File: config.mk
export PLATFORM = sky130hd
export DESIGN_NAME = display_scan_ctrl
export DESIGN_NICKNAME = d
export VERILOG_FILES = /design/src/rtl/display_scan_ctrl.sv
export SDC_FILE = /design/constraint.sdc
export NUM_CORES = 1
export LEC_CHECK = 0
export CAP_MARGIN = 20
export CORE_AREA = 4 4 82 84
export DETAILED_ROUTE_END_ITERATION = 10
export DIE_AREA = 0 0 86 88
export GPL_ROUTABILITY_DRIVEN = 0
export GPL_TIMING_DRIVEN = 0
export MAX_ROUTING_LAYER = met4
export PLACE_DENSITY = 0.71
export SETUP_SLACK_MARGIN = 0.05
export SYNTH_ARGS = -nofsm -noshare
export SYNTH_HDL_FRONTEND = slang
export SYNTH_SLANG_ARGS = --single-unit
File: constraint.sdc
create_clock -name clk_i -period 2.6 [get_ports clk_i]
set_input_delay 0.52 -clock clk_i [delete_from_list [all_inputs] [get_ports clk_i]]
set_output_delay 0.52 -clock clk_i [all_outputs]
set_load 0.01 [all_outputs]
File: src/rtl/display_scan_ctrl.sv
// rtl/display_scan_ctrl.sv - time-multiplexed 7-segment scan controller with double-buffered digit codes
// Optional leading-zero blanking: define DISPLAY_SCAN_LZ_BLANK_EN.
module display_scan_ctrl #(
   parameter int NUM_DIGITS   = 4,
   parameter int PRESCALE     = 50000,
   parameter int BLANK_CYCLES = 16
) (
   input  logic                    clk_i,
   input  logic                    rst_ni,
   input  logic                    enable_i,
   input  logic                    load_i,
   input  logic [4*NUM_DIGITS-1:0] digits_i,
   output logic                    load_ack_o,
   output logic [3:0]              cuenta_o,
   output logic [NUM_DIGITS-1:0]   digit_en_o,
   output logic                    frame_start_o
);

   localparam int DW = (PRESCALE > 1) ? $clog2(PRESCALE) : 1;
   localparam int BW = (BLANK_CYCLES > 1) ? $clog2(BLANK_CYCLES) : 1;
   localparam int IW = $clog2(NUM_DIGITS);
   localparam logic [DW-1:0] DWELL_LAST = DW'(PRESCALE - 1);
   localparam logic [BW-1:0] BLANK_LAST = BW'(BLANK_CYCLES - 1);
   localparam logic [IW-1:0] INDEX_LAST = IW'(NUM_DIGITS - 1);

   typedef enum logic [1:0] {IDLE, SHOW, BLANK} state_t;

   state_t                  state_q, state_d;
   logic [IW-1:0]           index_q, index_d;
   logic [DW-1:0]           dwell_q, dwell_d;
   logic [BW-1:0]           blank_q, blank_d;
   logic [4*NUM_DIGITS-1:0] active_q, active_d;
   logic [4*NUM_DIGITS-1:0] pending_q, pending_d;
   logic                    pending_valid_q, pending_valid_d;
   logic                    load_ack_q, load_ack_d;
   logic                    frame_start_q, frame_start_d;
   logic [3:0]              cuenta_q, cuenta_d;
   logic [NUM_DIGITS-1:0]   digit_en_q, digit_en_d;
   logic                    frame_boundary;
   logic                    lz_off;

   always_comb begin
      state_d         = state_q;
      index_d         = index_q;
      dwell_d         = dwell_q;
      blank_d         = blank_q;
      active_d        = active_q;
      pending_d       = pending_q;
      pending_valid_d = pending_valid_q;
      load_ack_d      = 1'b0;
      frame_start_d   = 1'b0;
      frame_boundary  = 1'b0;

      if (!enable_i) begin
         state_d = IDLE;
         index_d = '0;
         dwell_d = '0;
         blank_d = '0;
      end else begin
         unique case (state_q)
            IDLE: begin
               state_d        = SHOW;
               index_d        = '0;
               dwell_d        = '0;
               frame_boundary = 1'b1;
            end
            SHOW: begin
               if (dwell_q == DWELL_LAST) begin
                  state_d = BLANK;
                  dwell_d = '0;
                  blank_d = '0;
               end else begin
                  dwell_d = dwell_q + 1'b1;
               end
            end
            BLANK: begin
               if (blank_q == BLANK_LAST) begin
                  state_d        = SHOW;
                  blank_d        = '0;
                  dwell_d        = '0;
                  index_d        = (index_q == INDEX_LAST) ? '0 : index_q + 1'b1;
                  frame_boundary = (index_q == INDEX_LAST);
               end else begin
                  blank_d = blank_q + 1'b1;
               end
            end
            default: state_d = IDLE;
         endcase
      end

      if (frame_boundary) begin
         frame_start_d = 1'b1;
         if (pending_valid_q) begin
            active_d        = pending_q;
            pending_valid_d = 1'b0;
         end
      end

      // Checking the post-transfer flag lets a load land in the very cycle pending is emptied.
      if (load_i && !pending_valid_d) begin
         pending_d       = digits_i;
         pending_valid_d = 1'b1;
         load_ack_d      = 1'b1;
      end
   end

`ifdef DISPLAY_SCAN_LZ_BLANK_EN
   always_comb begin
      lz_off = 1'b1;
      for (int k = 0; k < NUM_DIGITS; k++) begin
         if (k >= int'(index_d) && active_d[4*k +: 4] != 4'h0) lz_off = 1'b0;
      end
      if (index_d == '0) lz_off = 1'b0;
   end
`else
   assign lz_off = 1'b0;
`endif

   always_comb begin
      cuenta_d   = cuenta_q;
      digit_en_d = '1;
      if (state_d == SHOW) begin
         cuenta_d = active_d[4*index_d +: 4];
         if (!lz_off) digit_en_d[index_d] = 1'b0;
      end
   end

   always_ff @(posedge clk_i or negedge rst_ni) begin
      if (!rst_ni) begin
         state_q         <= IDLE;
         index_q         <= '0;
         dwell_q         <= '0;
         blank_q         <= '0;
         active_q        <= '0;
         pending_q       <= '0;
         pending_valid_q <= 1'b0;
         load_ack_q      <= 1'b0;
         frame_start_q   <= 1'b0;
         cuenta_q        <= 4'h0;
         digit_en_q      <= '1;
      end else begin
         state_q         <= state_d;
         index_q         <= index_d;
         dwell_q         <= dwell_d;
         blank_q         <= blank_d;
         active_q        <= active_d;
         pending_q       <= pending_d;
         pending_valid_q <= pending_valid_d;
         load_ack_q      <= load_ack_d;
         frame_start_q   <= frame_start_d;
         cuenta_q        <= cuenta_d;
         digit_en_q      <= digit_en_d;
      end
   end

   assign load_ack_o    = load_ack_q;
   assign frame_start_o = frame_start_q;
   assign cuenta_o      = cuenta_q;
   assign digit_en_o    = digit_en_q;

endmodule

Word level (Yosys, flattened, before mapping)
Cells that the tools add are included.
{"block": "word_totals", "output_inout_bits": 10, "in_bits": 20, "elab_cells": 62, "reg_bits": 67}
{"block": "classes", "n_reduce_logical": 6, "addsub": 3, "n_mux": 28, "bitwise": 1, "n_lt_le_gt_ge": 2, "n_shift": 1, "n_eq_ne": 10}
{"op": "$mux 16", "n": 5}
{"op": "$pmux 16 s3", "n": 1}
{"op": "$add 16x1->16 const B", "n": 1}
{"op": "$eq 16x16->1 const B", "n": 1}
{"op": "$mux 4", "n": 4}
{"op": "$shiftx 16x5->4", "n": 1}
{"op": "$mux 2", "n": 6}
{"op": "$pmux 4 s2", "n": 1}
{"op": "$mux 1", "n": 7}
{"op": "$ne 3x3->1 const B", "n": 2}
{"op": "$pmux 2 s3", "n": 1}
{"op": "$add 4x1->4 const B", "n": 1}
{"op": "$eq 2x1->1 const B", "n": 2}
{"op": "$eq 2x2->1 const B", "n": 2}
{"op": "$eq 4x4->1 const B", "n": 1}
{"op": "$ne 4x1->1 const B", "n": 1}
{"op": "$not 4->4", "n": 1}
{"op": "$pmux 2 s2", "n": 1}
{"op": "$reduce_and 2->1", "n": 2}
{"op": "$lt 2x3->1 const B", "n": 1}
{"op": "$ne 3x1->1 const B", "n": 1}
{"op": "$add 2x1->2 const B", "n": 1}
{"op": "$demux 1 s2", "n": 1}
{"op": "$ge 2x1->1 const B", "n": 1}
{"op": "other kinds (4)", "n": 5}

Longest topological paths before layout
Gate-level depths: netlist of run 1.
{"block": "logic_depth", "depth_word": 11, "ltp_mapped": 9, "depth_no_buf": 8}

Worst setup path before layout of run 1
OpenSTA, ideal clock, no wires.
{"block": "synth_timing", "path_kind": "register -> register", "start": "reg blank_q[0]", "end": "reg pending_q[10]", "synth_period_minus_slack_ns": 2.103, "stages_incl_launch_ff": 10, "required_ns": 2.475, "t_arrival_ns": 1.978, "path_slack_ns": 0.497, "path_buffers": 3, "setup_time_ns": 0.125, "path_cell_list": "dfrtp_1 -> ha_1 -> and4b_1 -> buf_6 -> o221ai_4 -> nand2_2 -> and2_4 -> buf_6 -> buf_8 -> mux2_4"}
{"block": "synth_between", "elab_chain_len": 7}
{"element": "from (decl)", "line_no": "31", "source": "logic [BW-1:0] blank_q, blank_d;"}
{"element": "from (signal assigned)", "line_no": "145", "source": "blank_q <= blank_d;"}
{"element": "$eq 4x4->1", "line_no": "77", "source": "if (blank_q == BLANK_LAST) begin"}
{"element": "$mux 1", "line_no": "77"}
{"element": "$pmux 1 s2", "line_no": "60", "source": "unique case (state_q)"}
{"element": "$mux 1", "line_no": "54", "source": "if (!enable_i) begin"}
{"element": "$mux 1", "line_no": "91", "source": "if (frame_boundary) begin"}
{"element": "$logic_not 1->1", "line_no": "100", "source": "if (load_i && !pending_valid_d) begin"}
{"element": "$logic_and 1x1->1", "line_no": "100"}
{"element": "to (signal assigned)", "line_no": "147", "source": "pending_q <= pending_d;"}
{"element": "to (decl)", "line_no": "33", "source": "logic [4*NUM_DIGITS-1:0] pending_q, pending_d;"}
No other way between the ends.
A chain may end at the register's enable or synchronous reset.

Worst setup path after layout of run 1
{"block": "layout_timing", "start": "reg blank_q[0]", "end": "reg cuenta_q[0] (netlist: cuenta_o[0])"}
{"block": "layout_between", "elab_chain_len": 6, "elab_cells_between_ends": 13, "classes_between": "eq/ne: 2; shift: 1; mux: 10"}
{"element": "$eq 4x4->1", "line_no": "77"}
{"element": "$mux 1", "line_no": "77"}
{"element": "$pmux 1 s2", "line_no": "60"}
{"element": "$mux 1", "line_no": "54"}
{"element": "named net frame_boundary", "line_no": "39", "source": "logic frame_boundary;"}
{"element": "$mux 16", "line_no": "91"}
{"element": "named net active_d[12]", "line_no": "32", "source": "logic [4*NUM_DIGITS-1:0] active_q, active_d;"}
{"element": "$shiftx 16x5->4", "line_no": "123", "source": "cuenta_d = active_d[4*index_d +: 4];"}
{"element": "to (signal assigned)", "line_no": "151", "source": "cuenta_q <= cuenta_d;"}
{"element": "to (decl)", "line_no": "37", "source": "logic [3:0] cuenta_q, cuenta_d;"}
The timed path passes the listed nets, and every way through them passes these cells.

==> reports/results.txt, run 1 <==
status - completed
core footprint - 5921 um^2
root buffer cell - clkbuf_8
Cell Chain, Critical Path - ha_1 > and4b_1 > buf_6 > o221ai_4 > buf_12 > inv_4 > nand2_8 > mux2_1 > nand3_1 > a41oi_2
hold slack - 271.6 ps
die span in y - 88 um
total wire length - 6.271 mm
Mapped Area - 3105 um^2
PortBufs - 28
power per cell area - 708.1 nW/um^2
Final WS setup - 328.6 ps
CP max FO - 10
# rows - 28
# Max-Cap Violations - 0
Final Skew - 10.04 ps
H-tree depth - 3
DP HPWL - 4.412 mm
Max Freq - 440.3 MHz
CP top delay family - simple AND/OR/NAND/NOR gates
setup TNS - 0 ps
drt wl/cell - 15.45 um
deepest clock path buffer count - 2
number of routed nets with antenna violations - 0
WP data required - 2820 ps
fraction of layout cells with a size suffix above 1 - 17.52%
Total GRT Usage - 19.47%
FF+latch count, synth - 67
CP Buf/Inv Count - 3
Min-Delay Path Class - in -> async
maximum VDD drop - 391.4 uV
critical path startpoint category - flop
Initial DRC Count - 239
largest net degree at the start of global routing - 68
vias in the first global route - 2,293
total grt overflow - 0
initial cell density of the core - 52.45%
fin crit share - 87.36%
Mapped Cells - 285
relative slew slack - 45.72%
CTS tree - done
nets@finish - 349
total number of vias - 2,292
Clock Sinks - 67
Syn Nets - 308
die area - 7568 um^2
WP data arrival - 2490 ps
slowest CP cell - dfrtp_1
Final Hold Viols - 0
Clk Latency, worst-skew pair - 340 ps
TritonCTS Buffers - 9
Worst-Margin Slew - 814.1 ps
sequential element share of the synthesized area - 54.15%
area delta synth->final - 19.98%
Slew Limit Fails - 0
Yosys warning count - 0
antenna cells - 0
DRC errors left - 0
Final min period - 2271 ps
initial antenna violation count - 0
via/cell ratio - 5.645
Synth Area per Inst - 10.90 um^2
post-synthesis cell type count - 47
# IOs - 30
drt pass-1 iters - 4
Clock transition at path regs - 80 ps
Place WS - 239.8 ps
Crit path largest cell delay - 420 ps
final setup vio count - 0
Die Width - 86 um
Worst Setup Path Type - reg -> reg
RSZ-0062 raised after global routing - no
first-pass GRT wire length - 11.04 mm
P_leak - 0.001575 uW
CP Capture Type - flop
## per-stage QoR
step	total power, uW	std cells	util, %	cell area (um^2)
after floorplan	1542	285	-	3105
after global placement	1697	388	58.77	3480
after detailed placement	1713	388	58.73	3477
after CTS	2656	404	62.38	3694
after global routing	2774	406	62.93	3726
final	2638	406	62.93	3726
## kinds of logic (layout without fill, tap and decap cells)
logic type / after synthesis / in the layout / synth area share [%]
adder cells (fa/ha/maj): 3 / 3 / 1.209
flip-flops: 67 / 67 / 54.15
buffers and inverters: 15 / 61 / 2.860
multiplexers: 24 / 24 / 10.03
XOR/XNOR: 6 / 6 / 1.692
AND/OR/NAND/NOR: 106 / 106 / 16.60
AO/OA/AOI/OAI: 64 / 64 / 13.46
## layout by cell type, fill, tap and decap left out, drive strengths merged, types with 6 or more instances in the layout
cell type      netlist  routed
dfrtp               63      63
nand2               37      37
o21ai               35      35
clkdlybuf4s50        0      27
nor2                24      24
mux2                24      24
nand3               22      22
clkbuf               2      12
buf                  7      10
inv                  6       7
a211oi               6       6
nor3                 6       6
## where the power goes
| part | internal (uW) | switching [uW] |
|---|---|---|
| Combinational | 229 | 184 |
| Clock | 542 | 402 |
| Sequential | 1210 | 73.4 |
## state kept, by name (all words and copies together), names as in the netlist
| register | cells |
|---|---|
| active_q | 16 |
| dwell_q | 16 |
| pending_q | 16 |
| blank_q | 4 |
| cuenta_o | 4 |
| digit_en_o | 4 |
| index_q | 2 |
| state_q | 2 |
| frame_start_o | 1 |
| load_ack_o | 1 |
| pending_valid_q | 1 |
## layer usage
layer / global-route usage (%) / vias to the layer above / wire length, um
li1: - / 1114 / -
met1: 26.50 / 1117 / 3018
met2: 28.10 / 47 / 2878
met3: 3.293 / 14 / 212
met4: 9.784 / 0 / 162
met5: - / - / 0
## path summary, 6_finish.rpt
check                        startpoint       endpoint  slack [ps]  cells past startpoint
min                              rst_ni     load_ack_o         270                      1
min in group clk_i             enable_i  digit_en_o[2]         490                      2
max                          blank_q[0]    cuenta_o[0]         330                     10
max in group asynchronous        rst_ni  frame_start_o        1800                      1
min reg2reg                active_q[13]   active_q[13]         500                      1
max reg2reg                  blank_q[0]    cuenta_o[0]         330                     10
## cell usage after synthesis (all sizes together)
| cell type | n | area [um^2] |
|---|---|---|
| a41oi | 4 | 42.55 |
| and2 | 1 | 8.760 |
| nor3 | 6 | 30.03 |
| and4b | 1 | 10.01 |
| nor4 | 1 | 6.260 |
| nor4b | 1 | 8.760 |
| o31ai | 3 | 22.52 |
| nor2b | 1 | 6.260 |
| nand2 | 37 | 157.7 |
| xor2 | 3 | 26.28 |
| and3 | 4 | 25.02 |
| dfrtp | 63 | 1577 |
| nand4 | 3 | 18.77 |
| inv | 6 | 25.03 |
| nand4b | 1 | 8.760 |
| o41ai | 2 | 17.52 |
| or2b | 1 | 7.510 |
| nor2 | 24 | 90.09 |
| a221oi | 1 | 8.760 |
| a22o | 3 | 26.28 |
| a21oi | 4 | 20.02 |
| buf | 7 | 56.29 |
| o22ai | 1 | 6.260 |
| nor3b | 1 | 7.510 |
| o21a | 1 | 7.510 |
| o221ai | 1 | 26.28 |
| xnor2 | 3 | 26.28 |
| nor4bb | 2 | 20.02 |
| a22oi | 1 | 7.510 |
| a211oi | 6 | 45.04 |
| o21ai | 35 | 175.2 |
| mux2 | 24 | 311.5 |
| clkbuf | 2 | 7.510 |
| ha | 3 | 37.54 |
| a31oi | 2 | 12.51 |
| nand3 | 22 | 110.1 |
| dfstp | 4 | 105.1 |
## cell type report
class	count	area, um^2
fillers	488	2195
plain buffers	9	63.81
repair buffers	30	305.3
flip-flops and latches	67	1682
well taps	75	93.84
clock buffers	10	127.6
multi-input cells	203	1340
inverters	6	25.02
clock inverters	6	88.84
## what timing repair did
action	CTS	global route
buffers inserted	0	2
resized for setup	0	1
hold buffers	0	0
setup endpoints to repair	0	6
## worst register-to-register path, delay by kind of cell, from the launching register on
kind / cells / cell delay (ps)
multiplexers: 1 / 360
AND/OR/NAND/NOR: 3 / 450
adder cells (fa/ha/maj): 1 / 270
flip-flops: 1 / 420
AO/OA/AOI/OAI: 2 / 300
buffers and inverters: 3 / 370
Power figures use the tool's default switching activity.
==> run 2: changes to the inputs <==
==> constraint.sdc (replaced) <==
create_clock -name clk_i -period 2.4 [get_ports clk_i]
set_input_delay 0.48 -clock clk_i [delete_from_list [all_inputs] [get_ports clk_i]]
set_output_delay 0.48 -clock clk_i [all_outputs]
set_load 0.01 [all_outputs]
==> run 2 against run 1 <==
Largest power group unchanged. First-iteration DRC count up 1.3%. Highest routed layer unchanged. Global-route usage about the same. Clock skew up 0.51 ps. Maximum frequency up 0.56%. Non-clock buffer count up 7. Sequential power up 9%. Critical endpoint is now pending_q[8]. Utilization up 1.2 points. Critical path depth unchanged. Final cell count up 1.7%. Critical path type unchanged. Routed wire length up 1.9%.
==> reports/results.txt, run 2 (synthesized netlist as in run 1, its figures left out) <==
largest net degree at the start of global routing - 68 (unchanged)
DP HPWL - 4.412 mm (unchanged)
fraction of layout cells with a size suffix above 1 - 20.12% (+2.6 points)
Worst-Margin Slew - 812.6 ps (-1.560 ps)
commonest non-fill, non-tap cell in the layout - dfrtp_1
PortBufs - 28 (unchanged)
Clock Sinks - 67 (unchanged)
TritonCTS Buffers - 9 (unchanged)
initial cell density of the core - 52.45% (unchanged)
root buffer cell - clkbuf_8
internal power - 2149 uW (+8.6%)
switching fraction of total power - 25.13% (+0.16 points)
Reg power frac - 48.4% (-0.2 points)
internal reg-to-reg setup slack - 140 ps (-190 ps)
# rows - 28 (unchanged)
critical path startpoint category - flop
die area - 7568 um^2 (unchanged)
Clock transition at path regs - 70 ps (about the same)
WP data required - 2630 ps (-190 ps)
Clk Latency, worst-skew pair - 350 ps (about the same)
maximum VDD drop - 436.7 uV (+12%)
hold slack - 233.5 ps (-38.12 ps)
power per cell area - 756.3 nW/um^2 (+6.8%)
deepest clock path buffer count - 2 (unchanged)
Final Skew - 10.55 ps (+0.5118 ps)
initial antenna violation count - 0 (unchanged)
Max Freq - 442.7 MHz (+0.56%)
Final Hold Viols - 0 (unchanged)
placed insts - 388 (unchanged)
CP max FO - 10 (unchanged)
P_leak - 0.001604 uW (+1.8%)
Worst Setup Path Type - reg -> reg
fin crit share - 94.11% (+6.8 points)
status - completed
Psw - 721.5 uW (+9.5%)
total wire length - 6.390 mm (+1.9%)
DRC errors left - 0 (unchanged)
Die Width - 86 um (unchanged)
Final min period - 2259 ps (-12.65 ps)
total grt overflow - 0 (unchanged)
Placed Area - 3477 um^2 (unchanged)
antenna cells - 0 (unchanged)
drt wl/cell - 15.47 um (+0.17%)
Final Power - 2871 uW (+8.8%)
Slew Limit Fails - 0 (unchanged)
# IOs - 30 (unchanged)
biggest regs - active_q x16, dwell_q x16, pending_q x16
Comb power frac - 15.9% (+0.2 points)
Total GRT Usage - 19.51% (+0.041 points)
relative slew slack - 45.83% (+0.10 points)
RSZ-0062 raised after global routing - no
Min-Delay Path Class - in -> async
Clock Power Share - 35.7% (about the same)
total number of vias - 2,325 (+1.4%)
# Max-Cap Violations - 0 (unchanged)
area delta synth->final - 22.24%
die span in y - 88 um (unchanged)
Non-Filler Instances - 413 (+1.7%)
final setup vio count - 0 (unchanged)
core footprint - 5921 um^2 (unchanged)
nets@finish - 356 (+2.0%)
commonest non-fill, non-tap cells in the layout - 62 x dfrtp_1, 35 x nand2_1, 33 x o21ai_0
CTS tree - done
H-tree depth - 3 (unchanged)
vias in the first global route - 2,301 (+0.35%)
drt pass-1 iters - 4 (unchanged)
first-pass GRT wire length - 11.08 mm (+0.37%)
CP Capture Type - flop
via/cell ratio - 5.630 (-0.28%)
WP data arrival - 2490 ps (about the same)
fin area - 3796 um^2 (+1.9%)
Initial DRC Count - 242 (+1.3%)
number of routed nets with antenna violations - 0 (unchanged)
hold bufs inserted after CTS - 0 (unchanged)
run 2: cell type report:
class                           instances  area, um^2
Clock inverter                          6       88.84
Fill cell                             478        2125
Buffer                                  9       63.81
Multi-Input combinational cell        203        1355
Inverter                                6       27.53
Sequential cell                        67        1683
Clock buffer                           10       127.6
Timing Repair Buffer                   37       356.6
Tap cell                               75       93.84
run 2: power groups by stage:
stage	Sequential (uW)	Combinational [uW]	Clock (uW)
2_1_floorplan	1390	279	0
3_3_place_gp	1400	436	0
3_5_place_dp	1410	447	0
4_1_cts	1390	450	1040
5_1_grt	1410	503	1100
6_report	1390	456	1030
run 2: metrics by stage:
step	TNS (ps)	worst slack (ps)	utilization (%)
after floorplan	0	297.0	-
after global placement	-88550	-1370	58.77
after detailed placement	0	39.83	58.73
after CTS	0	71.62	62.51
after global routing	0	41.40	64.12
final	0	141.3	64.12
run 2: path summary, 6_finish.rpt:
| kind | endpoint | cells after the start | start |
|---|---|---|---|
| worst max register to register | pending_q[8] | 10 | blank_q[1] |
| max in group asynchronous | blank_q[0] | 1 | rst_ni |
| worst max-delay path | pending_q[8] | 10 | blank_q[1] |
| worst min register to register | active_q[8] | 2 | active_q[8] |
| worst min-delay path | load_ack_o | 1 | rst_ni |
| min in group clk_i | digit_en_o[2] | 2 | enable_i |
run 2: metal layers:
metal | up-vias | global-route usage (%) | share of wire (%) | wire length [um]
met5 | - | - | 0 | 0
met4 | 0 | 9.784 | 2.2 | 138
met3 | 12 | 3.293 | 2.9 | 187
met2 | 39 | 28.38 | 46 | 2965
met1 | 1149 | 26.38 | 48 | 3098
li1 | 1125 | - | - | -
run 2: critical path, stage by stage (launching register included):
cell and delay [ps]:
dfrtp_1 440, ha_4 200, and4b_1 180, buf_6 130
o221ai_4 260, buf_6 150, nand2_2 50, and2_4 150
buf_6 130, buf_8 150, mux2_4 300
run 2: what timing repair did:
item,in CTS,in global routing
setup endpoints to repair,2,24
pin swaps,1,2
hold endpoints to repair,0,0
resized for setup,0,10
buffers inserted,1,8
